## config.mk

```make
export PLATFORM = sky130hd
export DESIGN_NAME = multicycle_controller
export DESIGN_NICKNAME = d
export VERILOG_FILES = /design/src/rtl/multicycle_controller.sv
export SDC_FILE = /design/constraint.sdc
export NUM_CORES = 1
export LEC_CHECK = 0
export ABC_AREA = 1
export BUFFER_PORTS_ARGS = -buffer_cell sky130_fd_sc_hd__buf_2
export CAP_MARGIN = 30
export CORE_ASPECT_RATIO = 0.6
export CORE_MARGIN = 3
export CORE_UTILIZATION = 27
export CTS_CLUSTER_SIZE = 24
export DETAILED_ROUTE_END_ITERATION = 12
export RECOVER_POWER = 50
export SYNTH_ARGS = -nofsm -noshare
export SYNTH_HDL_FRONTEND = slang
export SYNTH_SLANG_ARGS = --single-unit
```

## constraint.sdc

```tcl
create_clock -name clk_i -period 1.3 [get_ports clk_i]
set_input_delay 0.195 -clock clk_i [delete_from_list [all_inputs] [get_ports clk_i]]
set_output_delay 0.195 -clock clk_i [all_outputs]
set_load 0.1 [all_outputs]
```

## src/rtl/multicycle_controller.sv

```systemverilog
// Multicycle processor control FSM: sequences the shared ALU and unified memory
// across fetch/decode/execute/memory/writeback, gates writes on the ARM condition.
module multicycle_controller (
  input  logic       clk_i,
  input  logic       rst_i,
  input  logic [1:0] op_i,
  input  logic [5:0] funct_i,
  input  logic [3:0] rd_i,
  input  logic [3:0] cond_i,
  input  logic [3:0] flags_i,
  input  logic       mem_ready_i,
  output logic [3:0] state_o,
  output logic       ir_write_o,
  output logic       pc_write_o,
  output logic       adr_src_o,
  output logic       mem_write_o,
  output logic       reg_write_o,
  output logic       alu_src_a_o,
  output logic [1:0] alu_src_b_o,
  output logic [1:0] result_src_o,
  output logic [1:0] imm_src_o,
  output logic [1:0] reg_src_o,
  output logic [1:0] alu_control_o,
  output logic [1:0] flag_write_o
);

  typedef enum logic [3:0] {
    S_FETCH    = 4'd0,
    S_DECODE   = 4'd1,
    S_MEMADR   = 4'd2,
    S_MEMREAD  = 4'd3,
    S_MEMWB    = 4'd4,
    S_MEMWRITE = 4'd5,
    S_EXECR    = 4'd6,
    S_EXECI    = 4'd7,
    S_ALUWB    = 4'd8,
    S_BRANCH   = 4'd9
  } state_t;

  state_t     state_q, state_d;
  logic       cond_ex;
  logic       n_f, z_f, c_f, v_f;
  logic [3:0] cmd;
  logic       is_add, is_sub, is_cmp, is_and, is_orr, cmd_known, s_bit;
  logic [1:0] alu_dec_ctrl;
  logic [1:0] alu_dec_fw;
  logic       pc_dst;

  assign {n_f, z_f, c_f, v_f} = flags_i;
  assign cmd       = funct_i[4:1];
  assign pc_dst    = (rd_i == 4'b1111);
  assign state_o   = state_q;
  assign imm_src_o = op_i;
  assign reg_src_o = {op_i == 2'b01, op_i == 2'b10};

  // State register; reset returns to FETCH from any state, stalls included.
  always_ff @(posedge clk_i) begin
    if (rst_i) state_q <= S_FETCH;
    else       state_q <= state_d;
  end

  // ARM condition evaluation against the stored NZCV flags.
  always_comb begin
    cond_ex = 1'b0;
    case (cond_i)
      4'b0000: cond_ex = z_f;
      4'b0001: cond_ex = ~z_f;
      4'b0010: cond_ex = c_f;
      4'b0011: cond_ex = ~c_f;
      4'b0100: cond_ex = n_f;
      4'b0101: cond_ex = ~n_f;
      4'b0110: cond_ex = v_f;
      4'b0111: cond_ex = ~v_f;
      4'b1000: cond_ex = c_f & ~z_f;
      4'b1001: cond_ex = ~c_f | z_f;
      4'b1010: cond_ex = (n_f == v_f);
      4'b1011: cond_ex = (n_f != v_f);
      4'b1100: cond_ex = ~z_f & (n_f == v_f);
      4'b1101: cond_ex = z_f | (n_f != v_f);
      4'b1110: cond_ex = 1'b1;
      default: cond_ex = 1'b0;
    endcase
  end

  // ALU operation and flag-write decode; CMP always updates flags.
  always_comb begin
    is_add    = (cmd == 4'b0100);
    is_sub    = (cmd == 4'b0010);
    is_cmp    = (cmd == 4'b1010);
    is_and    = (cmd == 4'b0000);
    is_orr    = (cmd == 4'b1100);
    cmd_known = is_add | is_sub | is_cmp | is_and | is_orr;
    s_bit     = funct_i[0] | is_cmp;
    alu_dec_ctrl = 2'b00;
    if (is_sub | is_cmp) alu_dec_ctrl = 2'b01;
    else if (is_and)     alu_dec_ctrl = 2'b10;
    else if (is_orr)     alu_dec_ctrl = 2'b11;
    alu_dec_fw[1] = s_bit & cond_ex & cmd_known;
    alu_dec_fw[0] = s_bit & cond_ex & (is_add | is_sub | is_cmp);
  end

  // Next-state selection.
  always_comb begin
    state_d = S_FETCH;
    case (state_q)
      S_FETCH:    state_d = mem_ready_i ? S_DECODE : S_FETCH;
      S_DECODE: begin
        case (op_i)
          2'b00:   state_d = funct_i[5] ? S_EXECI : S_EXECR;
          2'b01:   state_d = S_MEMADR;
          2'b10:   state_d = S_BRANCH;
          default: state_d = S_FETCH;
        endcase
      end
      S_MEMADR:   state_d = funct_i[0] ? S_MEMREAD : S_MEMWRITE;
      S_MEMREAD:  state_d = mem_ready_i ? S_MEMWB : S_MEMREAD;
      S_MEMWRITE: state_d = mem_ready_i ? S_FETCH : S_MEMWRITE;
      S_EXECR,
      S_EXECI:    state_d = is_cmp ? S_FETCH : S_ALUWB;
      default:    state_d = S_FETCH;
    endcase
  end

  // Moore outputs per state; reset forces FETCH selects with all strobes low.
  always_comb begin
    ir_write_o    = 1'b0;
    pc_write_o    = 1'b0;
    adr_src_o     = 1'b0;
    mem_write_o   = 1'b0;
    reg_write_o   = 1'b0;
    alu_src_a_o   = 1'b0;
    alu_src_b_o   = 2'b00;
    result_src_o  = 2'b00;
    alu_control_o = 2'b00;
    flag_write_o  = 2'b00;
    case (state_q)
      S_FETCH: begin
        alu_src_a_o  = 1'b1;
        alu_src_b_o  = 2'b10;
        result_src_o = 2'b10;
        ir_write_o   = mem_ready_i;
        pc_write_o   = mem_ready_i;
      end
      S_DECODE: begin
        alu_src_a_o  = 1'b1;
        alu_src_b_o  = 2'b10;
        result_src_o = 2'b10;
      end
      S_MEMADR:   alu_src_b_o = 2'b01;
      S_MEMREAD:  adr_src_o   = 1'b1;
      S_MEMWRITE: begin
        adr_src_o   = 1'b1;
        mem_write_o = cond_ex;
      end
      S_MEMWB: begin
        result_src_o = 2'b01;
        reg_write_o  = cond_ex;
        pc_write_o   = cond_ex & pc_dst;
      end
      S_EXECR: begin
        alu_control_o = alu_dec_ctrl;
        flag_write_o  = alu_dec_fw;
      end
      S_EXECI: begin
        alu_src_b_o   = 2'b01;
        alu_control_o = alu_dec_ctrl;
        flag_write_o  = alu_dec_fw;
      end
      S_ALUWB: begin
        reg_write_o = cond_ex & cmd_known;
        pc_write_o  = cond_ex & pc_dst;
      end
      S_BRANCH: begin
        alu_src_a_o  = 1'b1;
        alu_src_b_o  = 2'b01;
        result_src_o = 2'b10;
        pc_write_o   = cond_ex;
      end
      default: ;
    endcase
    if (rst_i) begin
      ir_write_o    = 1'b0;
      pc_write_o    = 1'b0;
      mem_write_o   = 1'b0;
      reg_write_o   = 1'b0;
      flag_write_o  = 2'b00;
      adr_src_o     = 1'b0;
      alu_src_a_o   = 1'b1;
      alu_src_b_o   = 2'b10;
      result_src_o  = 2'b10;
      alu_control_o = 2'b00;
    end
  end

endmodule

```

* Yosys cells after proc, flatten, opt, wreduce, memory -nomap -nowiden
Cells that the tools add are included.
Cells by class: eq/ne operators 32, mux-type cells 32, bitwise logic cells 19, reduce and logical (&&, ||, !) cells 10
Operator list (number):
- $eq A4 B4 Y1 const B | 12
- $eq A4 B3 Y1 const B | 9
- $pmux W4 S6 | 1
- $eq A4 B2 Y1 const B | 5
- $mux W2 | 9
- $pmux W1 S15 | 1
- $logic_not A4 Y1 | 3
- $mux W1 | 12
- $pmux W4 S3 | 1
- $mux W3 | 3
- $eq A4 B1 Y1 const B | 2
- $or A1 B1 Y1 | 8
- $pmux W2 S2 | 2
- $reduce_or A2 Y1 | 4
- $and A1 B1 Y1 | 7
- $reduce_or A3 Y1 | 2
- $mux W4 | 1
- $not A1 Y1 | 4
- $pmux W1 S3 | 1
- $eq A2 B1 Y1 const B | 1
- $eq A2 B2 Y1 const B | 1
- $logic_not A2 Y1 | 1
- $pmux W1 S2 | 1
- $eq A1 B1 Y1 | 1
- $ne A1 B1 Y1 | 1
Storage, ports and cells: register bits 4, input port bits 23, output and inout port bits 22, word-level logic and storage cells 94

* Depth between registers and ports, before layout
depth after elaboration 8, depth in mapped cells 10, mapped depth without buffers 10

* Least setup slack after synthesis
OpenSTA, ideal clock, no wires.
path kind register to output, from register state_q[2], in the netlist state_o[2], to output port result_src_o[0], arrival time 3.349 ns, required time 1.105 ns, path slack -2.244 ns, cell stages (with the launch flop) 5, path buffers 0, path through dfxtp_1 > inv_1 > nor2_2 > inv_1 > nor3_1
Between the ends: longest elaborated chain between the ends 4, elaborated cells between the ends (all ways) 7, those cells by class eq/ne: 3; mux: 2; reduce/logical: 2
Ends and longest elaborated chain:
- start, declared | RTL line 40 | state_t state_q, state_d;
- start signal, assigned | RTL line 59 | else state_q <= state_d;
- $eq A4 B4 Y1 (tied with other cells) | RTL line 136 | case (state_q)
- $reduce_or A3 Y1 (no source line)
- $pmux W2 S2 (*) | RTL line 136
- $mux W2 (*) | RTL line 181 | if (rst_i) begin
- end, declared | RTL line 20 | output logic [1:0] result_src_o,
Every way passes the cells marked *; elsewhere a longest branch is shown, timed or not.

* Final worst setup path
from register state_q[2], in the netlist state_o[2], to output port flag_write_o[0]
Between the ends: longest elaborated chain between the ends 4, elaborated cells between the ends (all ways) 5, those cells by class eq/ne: 2; mux: 2; reduce/logical: 1
Ends and longest elaborated chain:
- $eq A4 B3 Y1 | RTL line 136
- $reduce_or A2 Y1 (no source line) (*)
- $mux W2 (*) | RTL line 136
- $mux W2 (*) | RTL line 181
- end, declared | RTL line 24 | output logic [1:0] flag_write_o
Marks and branches as above.

==> key figures <==
Finish
  – Footprint of the multi-input gates: 802.0 sq um
  – FF+latch area: 95.09 sq um
  – Share of layout cells above drive strength 1: 64.86%
  – Max reg flops: 4
  – Fill cells: 129
  – Antenna Cells: 0
  – Layout area overhead: 169.4%
  – Nets: 247
  – Finished Cell Area: around 0.0019 sq mm

Clock network
  – H-tree depth: 1
  – CTS Root Cell: clkbuf_8
  – Clock transition at the registers of the reported paths: approximately 0.04 ns
  – Number of clock sinks: 4
  – Later-pin clock latency in the skew report: 0.22 ns
  – TritonCTS clock tree: built
  – Number of CTS-inserted buffers: 3
  – Clock Path Buffers: 2

Floorplanning
  – Area of the die: 0.003325 sq mm
  – Core area: 0.002342 sq mm
  – Chip Height: 45.88 um
  – Ports: between 40 and 50
  – Initial Util: 30.56%
  – Die W: 72.47 um
  – Core Rows: 13

STA
  – Worst Skew: 0.009264 ns
  – Min cycle time layout: ~1.8 ns
  – RSZ-0062 raised after global routing: true
  – Setup Viol. Count Final: 18
  – Final Cycle Share: 141.5%
  – Slew Viols, Final: 0
  – Slew @ Worst Pin: roughly 0.56 ns
  – Hold Vio Cnt, Final: 0
  – Max_slew headroom: 62.56%
  – F_max: 0.5435 GHz
  – Final Worst Setup Slack: -0.5400 ns

Run status
  – Status: finished, violations left
  – Failing checks: negative setup slack

GRT
  – M1 GR Usage: 26.00%
  – Largest net degree at the start of global routing: 9
  – GR Util met3: under 10%
  – Met2 Track Usage GR: 39.96%
  – Vias in the first global route: 1,172
  – Grt total ovfl: 0
  – First-pass GRT wire length: 5437 um
  – Initial antenna violation count: 0
  – Overall Global Routing Usage: a little over a fifth
  – Busiest metal layer after global routing: met2

Worst setup path
  – Critical setup path kind: register to output port
  – Reg2Reg Depth: 9
  – Crit path max fanout: 3
  – Critical Path AT: 1.65 ns
  – Worst setup SP type: register
  – Worst EP required: approximately 1.1 ns
  – CP endpoint kind: output port

Pwr
  – Peak VDD IR: 0.0004741 V
  – Clock Power Share: 22.2%
  – Lkg Pwr: 0.9198 nW
  – Cell Pwr Density: 658.3 mW/mm^2
  – Total chip power: 0.001269 W
  – Sw frac: between 40% and 50%
  – Gate power share: ~67%
  – Sequential share of power: 11.0%
  – Internal: roughly 0.00065 W
  – Switching pwr: 0.0006210 W

Detailed routing
  – Routed vias: 1,324
  – Starting DRC count in detailed routing: 95
  – DRT Pass-1 Iters: 4
  – Post-route DRC: 0
  – Vias per cell: 5.254
  – Final WL: about 4300 um
  – Wire per inst: 17.17 um
  – Antenna viol nets, final: 0

Hold path
  – Worst Hold Class: input pin to register
  – Worst Hold Depth: 3

Logic synthesis
  – #FFs+latches synth: 4
  – Synth cell types: 23
  – Cell Area, Synth: between 700 and 800 sq um
  – Syn_nets: 167
  – Synthesized netlist cell count: 144
  – Sequential area share after synthesis: 11.19%
  – Syn avg cell area: around 5.0 sq um
  – Yosys Warn Count: 0

Run
  – # Max-Cap Violations: 0

Placement
  – Placed cell area: 0.001538 sq mm
  – Routability cong.: 0.8716
  – Port Buffers: 44
  – HPWL after DPL: 2415 um
critical path: stages, from the launching register on:
cell and delay [ns]:
dfxtp_4 0.37, inv_4 0.04, nor2_4 0.20, nand2_4 0.10, nor2_4 0.11, o21a_1 0.16, nand2_2 0.09, a21oi_4 0.16
buf_12 0.19
what timing repair did:
action                                  4_1_cts  5_1_grt
pin swaps                                    13       19
endpoints found under the setup margin       17       18
hold endpoints to repair                      0        0
setup buffers                                 8        9
gates resized for setup                      36       41
hold buffers                                  0        0
layer usage:
metal	part of all wire (%)	vias to the layer above	routed length, um
met3	8.3	10	358
met5	0	-	0
met1	41	612	1783
met2	48	88	2068
met4	2.7	0	116
li1	-	614	-
placed cells by master, fill, tap and decap left out, drive strengths merged:
cell type,n
clkinvlp,3
nand3b,2
nand3,18
o22ai,1
clkbuf,7
nand4,1
nand2,38
dfxtp,4
a21oi,6
buf,75
nor2,26
o21a,2
o211ai,2
or2,1
o21bai,1
nor3,3
inv,24
nor4,2
o21ai,6
worst paths after layout:
path,slack [ns],start,to
setup / recovery,-0.54,state_o[2],flag_write_o[0]
hold / removal,0.38,op_i[0],state_o[3]
setup reg to reg,-0.16,state_o[2],state_o[2]
hold reg to reg,0.88,state_o[0],state_o[2]
final cells by class:
class / instances / share of cell area (%)
Inverter: 27 / 6.360
Sequential cell: 4 / 4.932
Clock buffer: 3 / 2.141
Multi-Input combinational cell: 109 / 41.60
Tap cell: 30 / 1.947
Timing Repair Buffer: 79 / 43.02
synth_stat cells:
cell       n  area share [%]
o211ai_1   2             2.1
a21oi_1    3             2.1
o21ai_0    6             4.2
nor2_1    25              13
nand3b_1   2             2.1
o22ai_1    1            0.87
o21bai_1   1             1.0
buf_2      1            0.70
nor3_1     3             2.1
or2_1      1            0.87
nand2_2    1            0.87
nand3_2    1             1.4
a21oi_2    3             3.7
o21a_1     2             2.1
nor4_1     2             1.7
dfxtp_1    4              11
nand3_1   17              12
buf_4      2             2.1
nor2_2     1            0.87
nand2_1   37              19
clkbuf_1   1            0.52
nand4_1    1            0.87
inv_1     27              14
cell families (layout without fill, tap and decap cells):
family,after synthesis,count (layout),share of synthesized area [%]
buffers and inverters,31,109,17.48
flip-flops,4,4,11.19
AO/OA/AOI/OAI,18,18,16.08
AND/OR/NAND/NOR,91,91,55.24
power by group through the flow:
stage	Clock [W]	Combinational (W)	Sequential, W
after floorplan	0	0.000328	0.000203
after global placement	0	0.000651	0.000136
after detailed placement	0	0.000661	0.000137
after CTS	0.000278	0.000746	0.000137
after global routing	0.000288	0.000882	0.000140
final	0.000282	0.000848	0.000139
per-stage QoR:
stage                     util [%]  hold slack [ns]  setup TNS (ns)  setup WS [ns]  instances
after floorplan                  -           0.4003          -8.487         -1.055        144
after global placement       65.65           0.5616          -1.882        -0.2510        237
after detailed placement     65.65           0.5685          -2.188        -0.2846        237
after CTS                    75.32           0.3703          -4.584        -0.4487        248
after global routing         82.32           0.3850          -7.007        -0.5964        252
final                        82.32           0.3830          -6.128        -0.5400        252
Power figures use the tool's default switching activity.
